## src/rtl/seq_divmod_const.sv

```systemverilog
// Sequential restoring divider by a compile-time constant.
// Produces floor(dividend / DIVISOR) and dividend mod DIVISOR, one quotient
// bit per cycle (MSB first), behind a start/busy/done handshake. Quotient and
// remainder outputs are only updated on completion, never with partial values.
module seq_divmod_const #(
  parameter int WIDTH   = 6,
  parameter int DIVISOR = 10
) (
  input  logic                         clk,
  input  logic                         rst,
  input  logic                         start,
  input  logic [WIDTH-1:0]             dividend,
  output logic                         busy,
  output logic                         done,
  output logic [WIDTH-1:0]             quotient,
  output logic [$clog2(DIVISOR)-1:0]   remainder
);

  localparam int RW = $clog2(DIVISOR);
  localparam int CW = $clog2(WIDTH + 1);

  // Reject illegal parameterisations at elaboration time.
  generate
    if (DIVISOR < 2) begin : g_bad_divisor
      $error("seq_divmod_const: DIVISOR must be >= 2");
    end
    if (WIDTH < 1 || WIDTH > 32) begin : g_bad_width
      $error("seq_divmod_const: WIDTH must be in 1..32");
    end
  endgenerate

  typedef enum logic [1:0] {
    IDLE = 2'd0,
    RUN  = 2'd1,
    DONE = 2'd2
  } state_t;

  state_t           state_q;
  logic [WIDTH-1:0] sh_q;   // dividend bits still to be consumed, MSB first
  logic [WIDTH-1:0] qs_q;   // quotient bits collected so far
  logic [RW-1:0]    pr_q;   // partial remainder; always < DIVISOR between steps
  logic [CW-1:0]    cnt_q;  // steps completed in the current operation

  logic [RW:0]      pr_sh_d;
  logic             qbit_d;
  logic [RW-1:0]    pr_d;
  logic [WIDTH-1:0] qs_d;
  logic [WIDTH-1:0] sh_d;
  logic             last_d;

  // One restoring step: bring in the next dividend bit, subtract if it fits.
  always_comb begin
    pr_sh_d = {pr_q, sh_q[WIDTH-1]};
    qbit_d  = (pr_sh_d >= (RW+1)'(DIVISOR));
    pr_d    = RW'(qbit_d ? (pr_sh_d - (RW+1)'(DIVISOR)) : pr_sh_d);
    qs_d    = WIDTH'({qs_q, qbit_d});
    sh_d    = sh_q << 1;
    last_d  = (cnt_q == CW'(WIDTH - 1));
  end

  // Control FSM with registered handshake outputs and result registers.
  always_ff @(posedge clk or posedge rst) begin
    if (rst) begin
      state_q   <= IDLE;
      busy      <= 1'b0;
      done      <= 1'b0;
      quotient  <= '0;
      remainder <= '0;
      sh_q      <= '0;
      qs_q      <= '0;
      pr_q      <= '0;
      cnt_q     <= '0;
    end else begin
      case (state_q)
        IDLE, DONE: begin
          done <= 1'b0;
          if (start) begin
            sh_q    <= dividend;
            qs_q    <= '0;
            pr_q    <= '0;
            cnt_q   <= '0;
            busy    <= 1'b1;
            state_q <= RUN;
          end else begin
            state_q <= IDLE;
          end
        end
        RUN: begin
          sh_q  <= sh_d;
          qs_q  <= qs_d;
          pr_q  <= pr_d;
          cnt_q <= cnt_q + CW'(1);
          if (last_d) begin
            quotient  <= qs_d;
            remainder <= pr_d;
            busy      <= 1'b0;
            done      <= 1'b1;
            state_q   <= DONE;
          end
        end
        default: begin
          busy    <= 1'b0;
          done    <= 1'b0;
          state_q <= IDLE;
        end
      endcase
    end
  end

endmodule

```

## config.mk

```make
export PLATFORM = sky130hd
export DESIGN_NAME = seq_divmod_const
export DESIGN_NICKNAME = d
export VERILOG_FILES = /design/src/rtl/seq_divmod_const.sv
export SDC_FILE = /design/constraint.sdc
export NUM_CORES = 1
export LEC_CHECK = 0
export ABC_AREA = 0
export BUFFER_PORTS_ARGS = -buffer_cell sky130_fd_sc_hd__buf_4
export CORE_ASPECT_RATIO = 1.75
export CORE_MARGIN = 2
export CORE_UTILIZATION = 60
export CTS_BUF_LIST = sky130_fd_sc_hd__clkbuf_4 sky130_fd_sc_hd__clkbuf_8 sky130_fd_sc_hd__clkbuf_16
export DETAILED_ROUTE_END_ITERATION = 16
export GPL_ROUTABILITY_DRIVEN = 0
export PLACE_DENSITY = 0.83
export SYNTH_ARGS = -nofsm -noshare
export SYNTH_HDL_FRONTEND = slang
export SYNTH_SLANG_ARGS = --single-unit
```

## constraint.sdc

```tcl
create_clock -name clk -period 2.2 [get_ports clk]
set_clock_uncertainty 0.1 [all_clocks]
set_input_delay 0.22 -clock clk [delete_from_list [all_inputs] [get_ports clk]]
set_output_delay 0.22 -clock clk [all_outputs]
set_load 0.02 [all_outputs]
```

; Word level (Yosys, flattened, before mapping)
; Cells that the tools add are included.
[totals]
register_bits = 32
in_bits = 9
out_inout_bits = 12
wordCells = 40
[op_classes]
add_sub_neg = 2
order_cmp = 1
n_eq_ne = 5
muxes = 17
n_reduce_logical = 6
[op_table]
columns = cell, count
row1 = $pmux 6 s2, 1
row2 = $pmux 5 s2, 1
row3 = $mux 4, 2
row4 = $pmux 4 s2, 1
row5 = $mux 6, 1
row6 = $pmux 3 s2, 1
row7 = $reduce_and 2->1, 3
row8 = $ge 5x4->1 const B, 1
row9 = $mux 1, 5
row10 = $mux 5, 1
row11 = $ne 2x2->1 const B, 2
row12 = $pmux 2 s2, 1
row13 = $sub 4x4->4 const B, 1
row14 = $add 3x1->3 const B, 1
row15 = $eq 3x3->1 const B, 1
row16 = $mux 3, 1
row17 = $eq 2x1->1 const B, 1
row18 = $eq 2x2->1 const B, 1
row19 = $logic_not 2->1, 1
row20 = $mux 2, 1
row21 = $pmux 1 s2, 1
row22 = $reduce_bool 2->1, 1
row23 = $reduce_or 2->1, 1

; Logic depth before layout (Yosys ltp)
; Gate-level depths: netlist (run 1).
[logic_depth]
word_depth = 4
depth_mapped = 6
depth_no_buf = 6

; Least setup slack after synthesis (run 1)
; Ideal clock, no wire load.
[synth_path]
path_kind = flip-flop to flip-flop
from = register state_q[1]
to = register quotient[3]
setup_time_ns = 0.125
t_arrival_ns = 1.314
t_required_ns = 1.975
slack_ns = 0.661
stages_incl_launch_ff = 6
n_path_buf = 2
synth_period_minus_slack_ns = 1.539
path_cell_list = dfrtp_1 > buf_6 > nor2b_4 > nand3_4 > buf_6 > mux2_4
[synth_between]
elab_chain_cells = 2
[synth_lines]
columns = item, line
row1 = from (decl), 38  ; state_t state_q;
row2 = from (signal assigned), 64  ; state_q <= IDLE;
row3 = from (signal assigned), 83  ; state_q <= RUN;
row4 = from (signal assigned), 85  ; state_q <= IDLE;
row5 = $eq 2x1->1, 74  ; case (state_q)
row6 = $reduce_and 2->1 (no line), --
row7 = to (signal assigned), 94  ; quotient <= qs_d;
row8 = to (decl), 15  ; output logic [WIDTH-1:0] quotient,
; Every way passes these cells.
; A chain may end at the register's enable or synchronous reset.

; Final worst setup path (run 1)
[layout_path]
from = register state_q[1]
to = register quotient[1]
; Same word-level chain as after synthesis.

==> results of run 1 <==
[metal layers]
layer | vias to the layer above | GRT usage | wire length (um)
li1 | 545 | - | -
met1 | 559 | 0.2347 | 1077
met2 | 44 | 0.3872 | 1468
met3 | 6 | 0.07398 | 201
met4 | 0 | 0.1146 | 69
met5 | - | 0 | 0
[power by group through the flow]
stage	clock (uW)	combinational, uW	sequential, uW
2_1_floorplan	0	728	1080
3_3_place_gp	0	1030	1040
3_5_place_dp	0	1080	1060
4_1_cts	508	1090	1050
5_1_grt	530	1200	1080
6_report	502	1080	1040
[cells by family (layout without fill, tap and decap cells)]
group,after synthesis,in the layout
and+or+nand+nor,42,42
AOI/OAI and AO/OA,39,39
muxes,15,15
DFF,31,31
buffers and inverters,13,36
xor gates and xnor gates,2,2
adders and majority gates,3,3
[cell type report]
class | count | share of cell area
sequential | 31 | 0.4336
timing repair buffer | 23 | 0.09790
clock buffer | 8 | 0.05804
inverter | 5 | 0.01049
multi-input combinational | 101 | 0.3818
tap | 26 | 0.01818
[what timing repair did]
item	CTS	global route
hold endpoints to repair	31	0
hold buffers	1	0
setup endpoints to repair	0	0
[registers in the layout, indices dropped and copies added, names as in the netlist]
signal     count
cnt_q          3
busy           1
quotient       6
remainder      4
qs_q           5
sh_q           6
pr_q           4
state_q        2
[final timing paths]
path,start,endpoint,slack (ps),depth (start not counted)
min reg2reg,remainder[3],remainder[3],380,1
max,state_q[1],quotient[1],500,3
max reg2reg,state_q[1],quotient[1],500,3
min,dividend[4],sh_q[4],70,3
max in group asynchronous,rst,pr_q[0],1260,4
min in group asynchronous,rst,quotient[5],470,4
[stage by stage]
stage               power, uW  instance area, um2
floorplan                1811                1526
global placement         2062                1675
detailed placement       2137                1675
CTS                      2644                1789
global route             2810                1789
finish                   2623                1789
[worst max-delay path, delay by kind of cell (launching register included)]
family	cells	cell delay (ps)
DFF	1	780
muxes	1	360
and+or+nand+nor	2	340
[layout by cell type, fill, tap and decap left out]
master / instances
a211oi_1: 4
a21o_1: 2
a21oi_1: 7
a22o_1: 2
a22oi_1: 1
a2bb2oi_1: 1
a31oi_1: 1
and2_1: 1
buf_4: 22
clkbuf_4: 1
clkbuf_8: 7
dfrtp_1: 31
dlygate4sd3_1: 1
ha_1: 3
inv_1: 5
mux2_2: 8
mux2_4: 1
mux2i_1: 6
nand2_1: 16
nand2b_1: 7
nand3_1: 2
nand3_4: 1
nor2_1: 6
nor2b_1: 7
nor2b_4: 1
o21a_1: 1
o21ai_0: 16
o21bai_1: 1
o2bb2ai_1: 1
o31ai_1: 2
or3_1: 1
xnor2_1: 2
==> impl_metrics.env, run 1 <==
export IMPL_synth_seq_area_share=0.5082
export IMPL_layout_cells_non_filler=194
export IMPL_grt_usage=0.2227
export IMPL_timing_hold_ws_ps=68.68
export IMPL_grt_pass1_vias=1098
export IMPL_synthMuxAreaShare=0.1082
export IMPL_crit_chain="nor2b_4 > nand3_4 > mux2_2"
export IMPL_min_path_type="input port to flop"
export IMPL_end_kind="flop"
export IMPL_postRouteAntennaNets=0
export IMPL_synth_ff_type="dfrtp_1"
export IMPL_cts_inserted_buffers=5
export IMPL_wl_um=2816
export IMPL_final_period_utilization=0.7733
export IMPL_ys_warn_count=0
export IMPL_synth_top_family_by_area="compound AO/OA/AOI/OAI gates"
export IMPL_synth_common_cells="31 x dfrtp_1, 16 x nand2_1, 16 x o21ai_0"
export IMPL_cts_tree="done"
export IMPL_viasPerCell=5.948
export IMPL_yosys_area_top_type="dfrtp_1"
export IMPL_finish_utilization=0.7266
export IMPL_routedWlPerCell_um=14.52
export IMPL_clkLatencyLatePin_ps=290
export IMPL_yosys_area_top_type_share=0.5082
export IMPL_critPathRequiredTime_ps=2270
export IMPL_status="complete, no violations"
export IMPL_hpwl_um=1993
export IMPL_die_width_um=42.13
export IMPL_fill_cells=189
export IMPL_rsz0062_at_grt="false"
export IMPL_yosys_area_share_adder=0.02459
export IMPL_antenna_found_initial=0
export IMPL_io_buffers=20
export IMPL_cts_clk_slew_worst_paths_ps=60
export IMPL_p_sw_frac=0.3773
export IMPL_cp_slowest_cell="dfrtp_1"
export IMPL_final_nets=179
export IMPL_cts_htree_levels=2
export IMPL_synth_seq_cells=31
export IMPL_dp_cells=185
export IMPL_comb_power_share=0.411
export IMPL_synth_area_leaders="dfrtp_1 51%, mux2_2 5.9%, o21ai_0 5.2%, mux2i_1 3.9%, nand2_1 3.9%"
export IMPL_cts_root_buffer="clkbuf_8"
export IMPL_vias=1154
export IMPL_setup_tns_final_ps=0
export IMPL_multi_input_area_um2=683.2
export IMPL_max_freq_mhz=587.8
export IMPL_period_minus_slack_ps=1701
export IMPL_synth_xor_xnor_area_share=0.01148
export IMPL_slowest_delay_ps=780
export IMPL_first_iter_violations=37
export IMPL_cts_sinks=31
export IMPL_async_flop_share=1.000
export IMPL_postCtsSetupBuffers=0
export IMPL_post_cts_resized=0
export IMPL_post_synth_top_count_cell="dfrtp_1"
export IMPL_p_clk_frac=0.191
export IMPL_die_area_um2=2980
export IMPL_grt_max_degree=32
export IMPL_start_util=0.6199
export IMPL_syn_area_um2=1526
export IMPL_drive_gt1_frac=0.2440
export IMPL_cap_violations=0
export IMPL_setup_viol=0
export IMPL_yosysUniqueCellTypes=31
export IMPL_path_class="flop to flop"
export IMPL_grt_pass1_wl_um=4885
export IMPL_p_seq_frac=0.398
export IMPL_cellLeakagePower_uw=0.0008479
export IMPL_core_um2=2462
export IMPL_worst_ep_arrival_time_ps=1770
export IMPL_p_per_area_nw_per_um2=1466
export IMPL_switchingPower_uw=989.8
export IMPL_irDropWorstVdd_mv=0.8682
export IMPL_drcViolationCount=0
export IMPL_synth_edf_count=0
export IMPL_synth_simple_area_share=0.1467
export IMPL_synth_nets=157
export IMPL_n_antenna_cell=0
export IMPL_start_kind="flop"
export IMPL_synth_compound_area_share=0.1566
export IMPL_maxSlewHeadroom=0.5481
export IMPL_fin_ws_ps=498.6
export IMPL_hold_viol=0
export IMPL_pin_count=21
export IMPL_syn_to_final_growth_pct=17.21
export IMPL_cp_max_fo=17
export IMPL_die_h_um=70.73
export IMPL_detail_route_first_pass_iterations=4
export IMPL_rows=24
export IMPL_place_ws_ps=471.9
export IMPL_clock_path_buffers=2
export IMPL_synthCells=145
export IMPL_grt_overflow=0
export IMPL_finalMaxSlewViolations=0
export IMPL_syn_avg_cell_area_um2=10.53
export IMPL_tightest_slew_ps=677.8
export IMPL_seq_area_um2=775.7
export IMPL_p_int_uw=1633
Power figures use the tool's default switching activity.
==> inputs of run 2 (changes only) <==
--- a/config.mk
+++ b/config.mk
@@ -5,15 +5,15 @@
 export SDC_FILE = /design/constraint.sdc
 export NUM_CORES = 1
 export LEC_CHECK = 0
-export ABC_AREA = 0
+export ABC_AREA = 1
 export BUFFER_PORTS_ARGS = -buffer_cell sky130_fd_sc_hd__buf_4
 export CORE_ASPECT_RATIO = 1.75
 export CORE_MARGIN = 2
-export CORE_UTILIZATION = 60
+export CORE_UTILIZATION = 49
 export CTS_BUF_LIST = sky130_fd_sc_hd__clkbuf_4 sky130_fd_sc_hd__clkbuf_8 sky130_fd_sc_hd__clkbuf_16
 export DETAILED_ROUTE_END_ITERATION = 16
 export GPL_ROUTABILITY_DRIVEN = 0
-export PLACE_DENSITY = 0.83
+export PLACE_DENSITY = 0.73
 export SYNTH_ARGS = -nofsm -noshare
 export SYNTH_HDL_FRONTEND = slang
 export SYNTH_SLANG_ARGS = --single-unit
==> constraint.sdc (replaced) <==
create_clock -name clk -period 1.5 [get_ports clk]
set_clock_uncertainty 0.1 [all_clocks]
set_input_delay 0.15 -clock clk [delete_from_list [all_inputs] [get_ports clk]]
set_output_delay 0.15 -clock clk [all_outputs]
set_load 0.02 [all_outputs]
==> run 2 against run 1 <==
  * Count of clock-buffer cells in the layout did not move
  * Area after synthesis fell by 11%
  * Non-clock buffer count rose by 2
  * Via count is 8.2% lower
  * First-iteration DRC count fell by 14%
  * Worst setup slack got worse by 420 ps
  * Critical endpoint is now pr_q[2]
  * Sequential power up 38%
  * Largest cell class unchanged
==> impl_metrics.env, run 2 <==
export IMPL_fin_ws_ps=77.86
export IMPL_cts_tree="done"
export IMPL_grt_usage=0.1821
export IMPL_grt_pass1_vias=1007
export IMPL_use_met2=0.3007
export IMPL_synth_seq_area_share=0.5725
export IMPL_vias=1059
export IMPL_synth_seq_cells=31
export IMPL_path_class="flop to flop"
export IMPL_max_freq_mhz=703.2
export IMPL_met3_usage=0.05897
export IMPL_yosysUniqueCellTypes=20
export IMPL_start_kind="flop"
export IMPL_rrSetupSlack_ps=80
export IMPL_reg2reg_depth=9
export IMPL_synth_simple_area_share=0.1736
export IMPL_final_period_utilization=0.9481
export IMPL_io_buffers=20
export IMPL_timing_hold_ws_ps=22.54
export IMPL_period_minus_slack_ps=1422
export IMPL_rows=25
export IMPL_final_nets=186
export IMPL_rsz0062_at_grt="true"
export IMPL_cts_inserted_buffers=5
export IMPL_rr_startpoint="pr_q[0]"
export IMPL_post_synth_top_count_cell="nand2_1"
export IMPL_async_flop_share=1.000
export IMPL_yosys_area_share_adder=0.02770
export IMPL_clkLatencyLatePin_ps=280
export IMPL_grt_pass1_wl_um=4215
export IMPL_multi_input_area_um2=483.0
export IMPL_detail_route_first_pass_iterations=4
export IMPL_die_area_um2=3218
export IMPL_synth_compound_area_share=0.1339
export IMPL_worst_ep_arrival_time_ps=1500
export IMPL_die_width_um=43.75
export IMPL_drive_gt1_frac=0.2686
export IMPL_p_per_area_nw_per_um2=2452
export IMPL_synth_area_leaders="dfrtp_1 57%, nand2_1 11%, inv_1 5.5%, o21ai_1 5.5%, o22ai_1 3.2%"
export IMPL_finish_utilization=0.6339
export IMPL_first_iter_violations=32
export IMPL_grt_busiest_layer="met2"
export IMPL_fill_cells=218
export IMPL_yosys_area_top_type="dfrtp_1"
export IMPL_cellLeakagePower_uw=0.0008737
export IMPL_min_path_type="input port to flop"
export IMPL_grt_max_degree=32
export IMPL_drcViolationCount=0
export IMPL_core_um2=2659
export IMPL_critPathRequiredTime_ps=1580
export IMPL_cts_sinks=31
export IMPL_cap_violations=0
export IMPL_setup_viol=0
export IMPL_cts_clk_slew_worst_paths_ps=60
export IMPL_p_total_uw=4132
export IMPL_maxSlewHeadroom=0.7435
export IMPL_syn_area_um2=1355
export IMPL_mostFrequentLayoutCells="37 x nand2_1, 31 x dfrtp_1, 24 x buf_4"
export IMPL_synth_xor_xnor_area_share=0
export IMPL_pin_count=21
export IMPL_grt_util_met1=0.2013
export IMPL_grt_overflow=0
export IMPL_ys_warn_count=0
export IMPL_synth_edf_count=0
export IMPL_end_kind="flop"
export IMPL_hold_viol=0
export IMPL_place_area_um2=1525
export IMPL_status="complete, no violations"
export IMPL_yosys_area_top_type_share=0.5725
export IMPL_hpwl_um=1753
export IMPL_top_regs="quotient (6), sh_q (6), qs_q (5)"
export IMPL_start_util=0.5096
export IMPL_final_common_cell="nand2_1"
export IMPL_antenna_found_initial=0
export IMPL_synth_common_cells="40 x nand2_1, 31 x dfrtp_1, 20 x inv_1"
export IMPL_synthMuxAreaShare=0
export IMPL_syn_avg_cell_area_um2=9.281
export IMPL_irDropWorstVdd_mv=1.838
export IMPL_crit_path_start="pr_q[0]"
export IMPL_r2r_end="pr_q[2]"
export IMPL_cp_max_fo=4
export IMPL_synth_ff_type="dfrtp_1"
export IMPL_wl_um=2570
export IMPL_seq_area_um2=775.7
export IMPL_synth_nets=158
export IMPL_synthCells=146
export IMPL_finalMaxSlewViolations=0
export IMPL_place_ws_ps=-60.53
export IMPL_critPathCapture="pr_q[2]"
export IMPL_cts_htree_levels=2
export IMPL_routedWlPerCell_um=12.72
export IMPL_syn_to_final_growth_pct=24.38
export IMPL_die_h_um=73.57
export IMPL_n_antenna_cell=0
export IMPL_viasPerCell=5.243
export IMPL_tightest_slew_ps=384.8
export IMPL_postRouteAntennaNets=0
export IMPL_cts_root_buffer="clkbuf_8"
export IMPL_clock_path_buffers=2
export IMPL_synth_top_family_by_area="simple AND/OR/NAND/NOR gates"
export IMPL_post_route_cell_area_um2=1685
## run 2: cell types whose count changed after synthesis, moves of 5 or more
cell / before / now
nand2_1: 16 / 40
inv_1: 5 / 20
o21ai_1: 0 / 15
o21ai_0: 16 / 3
mux2_2: 8 / 0
nand2b_1: 7 / 0
nor2b_1: 7 / 0
o22ai_1: 0 / 7
mux2i_1: 6 / 0
a21oi_1: 7 / 2
o211ai_1: 0 / 5
## run 2: cell families (layout without fill, tap and decap cells)
group,after synthesis,after routing
AND/OR/NAND/NOR,51,51
AO/OA/AOI/OAI,32,32
flip-flops,31,31
buffers and inverters,29,58
adder cells (fa/ha/maj),3,3
## run 2: report_power, final
part | leakage [uW] | switching (uW) | internal, uW
logic | 0.000430 | 1210 | 758
clock network | 0.0000549 | 290 | 436
registers | 0.000389 | 214 | 1230
## run 2: routing by layer
layer / wire, um / up-vias
met1: 1039 / 507
met5: 0 / -
met2: 1349 / 28
li1: - / 519
met3: 118 / 5
met4: 62 / 0
## run 2: worst min path at each step
stage | start | endpoint | slack (ps) | cells after the start
after floorplan | rst | busy | 150 | 1
after global placement | rst | qs_q[4] | 150 | 3
after detailed placement | rst | quotient[5] | 160 | 3
after CTS | dividend[0] | sh_q[0] | 20 | 3
after global routing | dividend[0] | sh_q[0] | 60 | 3
final | dividend[0] | sh_q[0] | 20 | 3
## run 2: metrics by stage
step           TNS [ps]  cells
3_5_place_dp     -173.1    191
5_1_grt          -34.26    202
2_1_floorplan         0    146
4_1_cts               0    200
3_3_place_gp          0    191
6_report              0    202
## run 2: what timing repair did
action | 4_1_cts | 5_1_grt
pin swaps | 0 | 2
setup endpoints to repair | 4 | 19
hold buffers | 1 | 0
endpoints found under the hold margin | 31 | 0
setup buffers | 0 | 2
gates resized for setup | 1 | 10
## run 2: cell type report
| type | instances | share of cell area |
|---|---|---|
| tap | 27 | 0.02004 |
| clock buffer | 8 | 0.06162 |
| timing repair buffer | 25 | 0.1128 |
| multi-input combinational | 86 | 0.2866 |
| sequential | 31 | 0.4603 |
| inverter | 25 | 0.05865 |
## run 2: worst max-delay path, cell delays in order, from the launching register on
cell and delay (ps):
dfrtp_1 400, inv_2 90, ha_4 140, inv_1 50
a21oi_2 190, nand2_2 110, nand2_2 80, nand2_2 50
nand2_1 60, nand2_1 40
==> inputs of run 3 (changes only) <==
--- a/config.mk
+++ b/config.mk
@@ -13,6 +13,7 @@
 export CTS_BUF_LIST = sky130_fd_sc_hd__clkbuf_4 sky130_fd_sc_hd__clkbuf_8 sky130_fd_sc_hd__clkbuf_16
 export DETAILED_ROUTE_END_ITERATION = 16
 export GPL_ROUTABILITY_DRIVEN = 0
+export HOLD_SLACK_MARGIN = 0.06
 export PLACE_DENSITY = 0.73
 export SYNTH_ARGS = -nofsm -noshare
 export SYNTH_HDL_FRONTEND = slang
==> run 3 against run 2 <==
  * Sequential power is essentially flat
  * Routed wire length up 4.9%
  * Non-clock buffer count rose by 7
  * Count of clock-buffer cells in the layout unchanged
  * Via count up 2.0%
  * Sequential share of layout area shrank 1.8 points
  * Hold slack improved by 360 ps
  * Critical endpoint unchanged
  * Highest routed layer unchanged
==> impl_metrics.env, run 3 (synthesis results as in run 2) <==
export IMPL_maxSlewHeadroom=0.7446
export IMPL_pin_count=21
export IMPL_syn_to_final_growth_pct=29.55
export IMPL_hold_viol=0
export IMPL_place_ws_ps=-60.53
export IMPL_die_area_um2=3218
export IMPL_critPathRequiredTime_ps=1580
export IMPL_min_path_type="flop to flop"
export IMPL_path_class="flop to flop"
export IMPL_die_width_um=43.75
export IMPL_cts_htree_levels=2
export IMPL_cts_sinks=31
export IMPL_cp_slowest_cell="dfrtp_1"
export IMPL_finalMaxSlewViolations=0
export IMPL_cp_max_fo=4
export IMPL_setup_tns_final_ps=0
export IMPL_tightest_slew_ps=383.1
export IMPL_start_kind="flop"
export IMPL_fin_ws_ps=80.88
export IMPL_detail_route_first_pass_iterations=6
export IMPL_hpwl_um=1753
export IMPL_rsz0062_at_grt="true"
export IMPL_grt_usage=0.1933
export IMPL_first_iter_violations=40
export IMPL_timing_hold_ws_ps=384.3
export IMPL_grt_pass1_wl_um=4450
export IMPL_grt_overflow=0
export IMPL_final_period_utilization=0.9461
export IMPL_drive_gt1_frac=0.2582
export IMPL_cts_inserted_buffers=5
export IMPL_max_freq_mhz=704.7
export IMPL_routedWlPerCell_um=12.90
export IMPL_end_kind="flop"
export IMPL_irDropWorstVdd_mv=1.834
export IMPL_cts_root_buffer="clkbuf_8"
export IMPL_n_antenna_cell=0
export IMPL_clkLatencyLatePin_ps=280
export IMPL_setup_viol=0
export IMPL_slowest_delay_ps=400
export IMPL_p_per_area_nw_per_um2=2368
export IMPL_die_h_um=73.57
export IMPL_final_common_cell="nand2_1"
export IMPL_cts_tree="done"
export IMPL_worst_ep_arrival_time_ps=1500
export IMPL_viasPerCell=5.167
export IMPL_crit_chain="inv_2 > ha_4 > inv_1 > a21oi_2 > nand2_2 > nand2_2 > nand2_2 > nand2_1 > nand2_1"
export IMPL_start_util=0.5096
export IMPL_cp_common_cell="nand2_2"
export IMPL_drcViolationCount=0
export IMPL_status="complete, no violations"
export IMPL_mostFrequentLayoutCells="37 x nand2_1, 31 x dfrtp_1, 24 x buf_4"
export IMPL_wl_um=2696
export IMPL_cts_clk_slew_worst_paths_ps=60
export IMPL_period_minus_slack_ps=1419
export IMPL_io_buffers=20
export IMPL_finish_utilization=0.6602
export IMPL_final_nets=193
export IMPL_cellLeakagePower_uw=0.0009029
export IMPL_top_regs="quotient (6), sh_q (6), qs_q (5)"
export IMPL_core_um2=2659
export IMPL_rows=25
export IMPL_postRouteAntennaNets=0
export IMPL_vias=1080
export IMPL_grt_pass1_vias=1072
export IMPL_antenna_found_initial=0
export IMPL_clock_path_buffers=2
export IMPL_grt_max_degree=32
export IMPL_cap_violations=0
## run 3: cell count changes in the layout (fill, tap and decap cells not counted)
cell,previous run,this run
dlygate4sd3_1,1,8
## run 3: per-stage QoR
step	total power, uW	cell area (um2)	cells
after global routing	4502	1755	209
after global placement	3181	1525	191
after CTS	4046	1723	208
final	4158	1755	209
after detailed placement	3281	1525	191
after floorplan	2768	1355	146
## run 3: per-layer routing
layer,GRT usage,share of wire
met1,0.2016,0.40
met2,0.3317,0.54
met3,0.06143,0.037
met4,0.1077,0.023
met5,0,0
## run 3: path summary, 6_finish.rpt
path | startpoint | slack [ps] | depth (start not counted) | endpoint
max | pr_q[0] | 80 | 9 | pr_q[2]
min | quotient[0] | 380 | 2 | quotient[0]
max reg2reg | pr_q[0] | 80 | 9 | pr_q[2]
min reg2reg | quotient[0] | 380 | 2 | quotient[0]
max in group asynchronous | rst | 620 | 4 | pr_q[0]
min in group asynchronous | rst | 400 | 4 | busy
## run 3: what timing repair did
| item | 4_1_cts | 5_1_grt |
|---|---|---|
| resized for setup | 1 | 10 |
| hold buffers | 9 | 0 |
| pin swaps | 0 | 2 |
| hold endpoints to repair | 39 | 0 |
| setup buffers | 0 | 2 |
| setup endpoints to repair | 4 | 20 |
## run 3: cell type report
class | instances | area [um2]
Clock buffer | 8 | 103.9
Fill cell | 210 | 903.4
Inverter | 25 | 98.84
Multi-Input combinational cell | 86 | 483.0
Sequential cell | 31 | 775.7
Tap cell | 27 | 33.78
Timing Repair Buffer | 32 | 260.3
## run 3: power breakdown
group          switching (uW)  internal [uW]  total, uW  leakage (uW)
logic                    1220            770       1990      0.000459
clock network             289            436        724     0.0000549
registers                 213           1230       1440      0.000389
## run 3: critical path, delay by kind of cell (launching register included)
family	cells	cell delay, ps
compound gates	1	190
simple gates	5	340
fa+ha+maj	1	140
buf+inv	2	140
flops	1	400
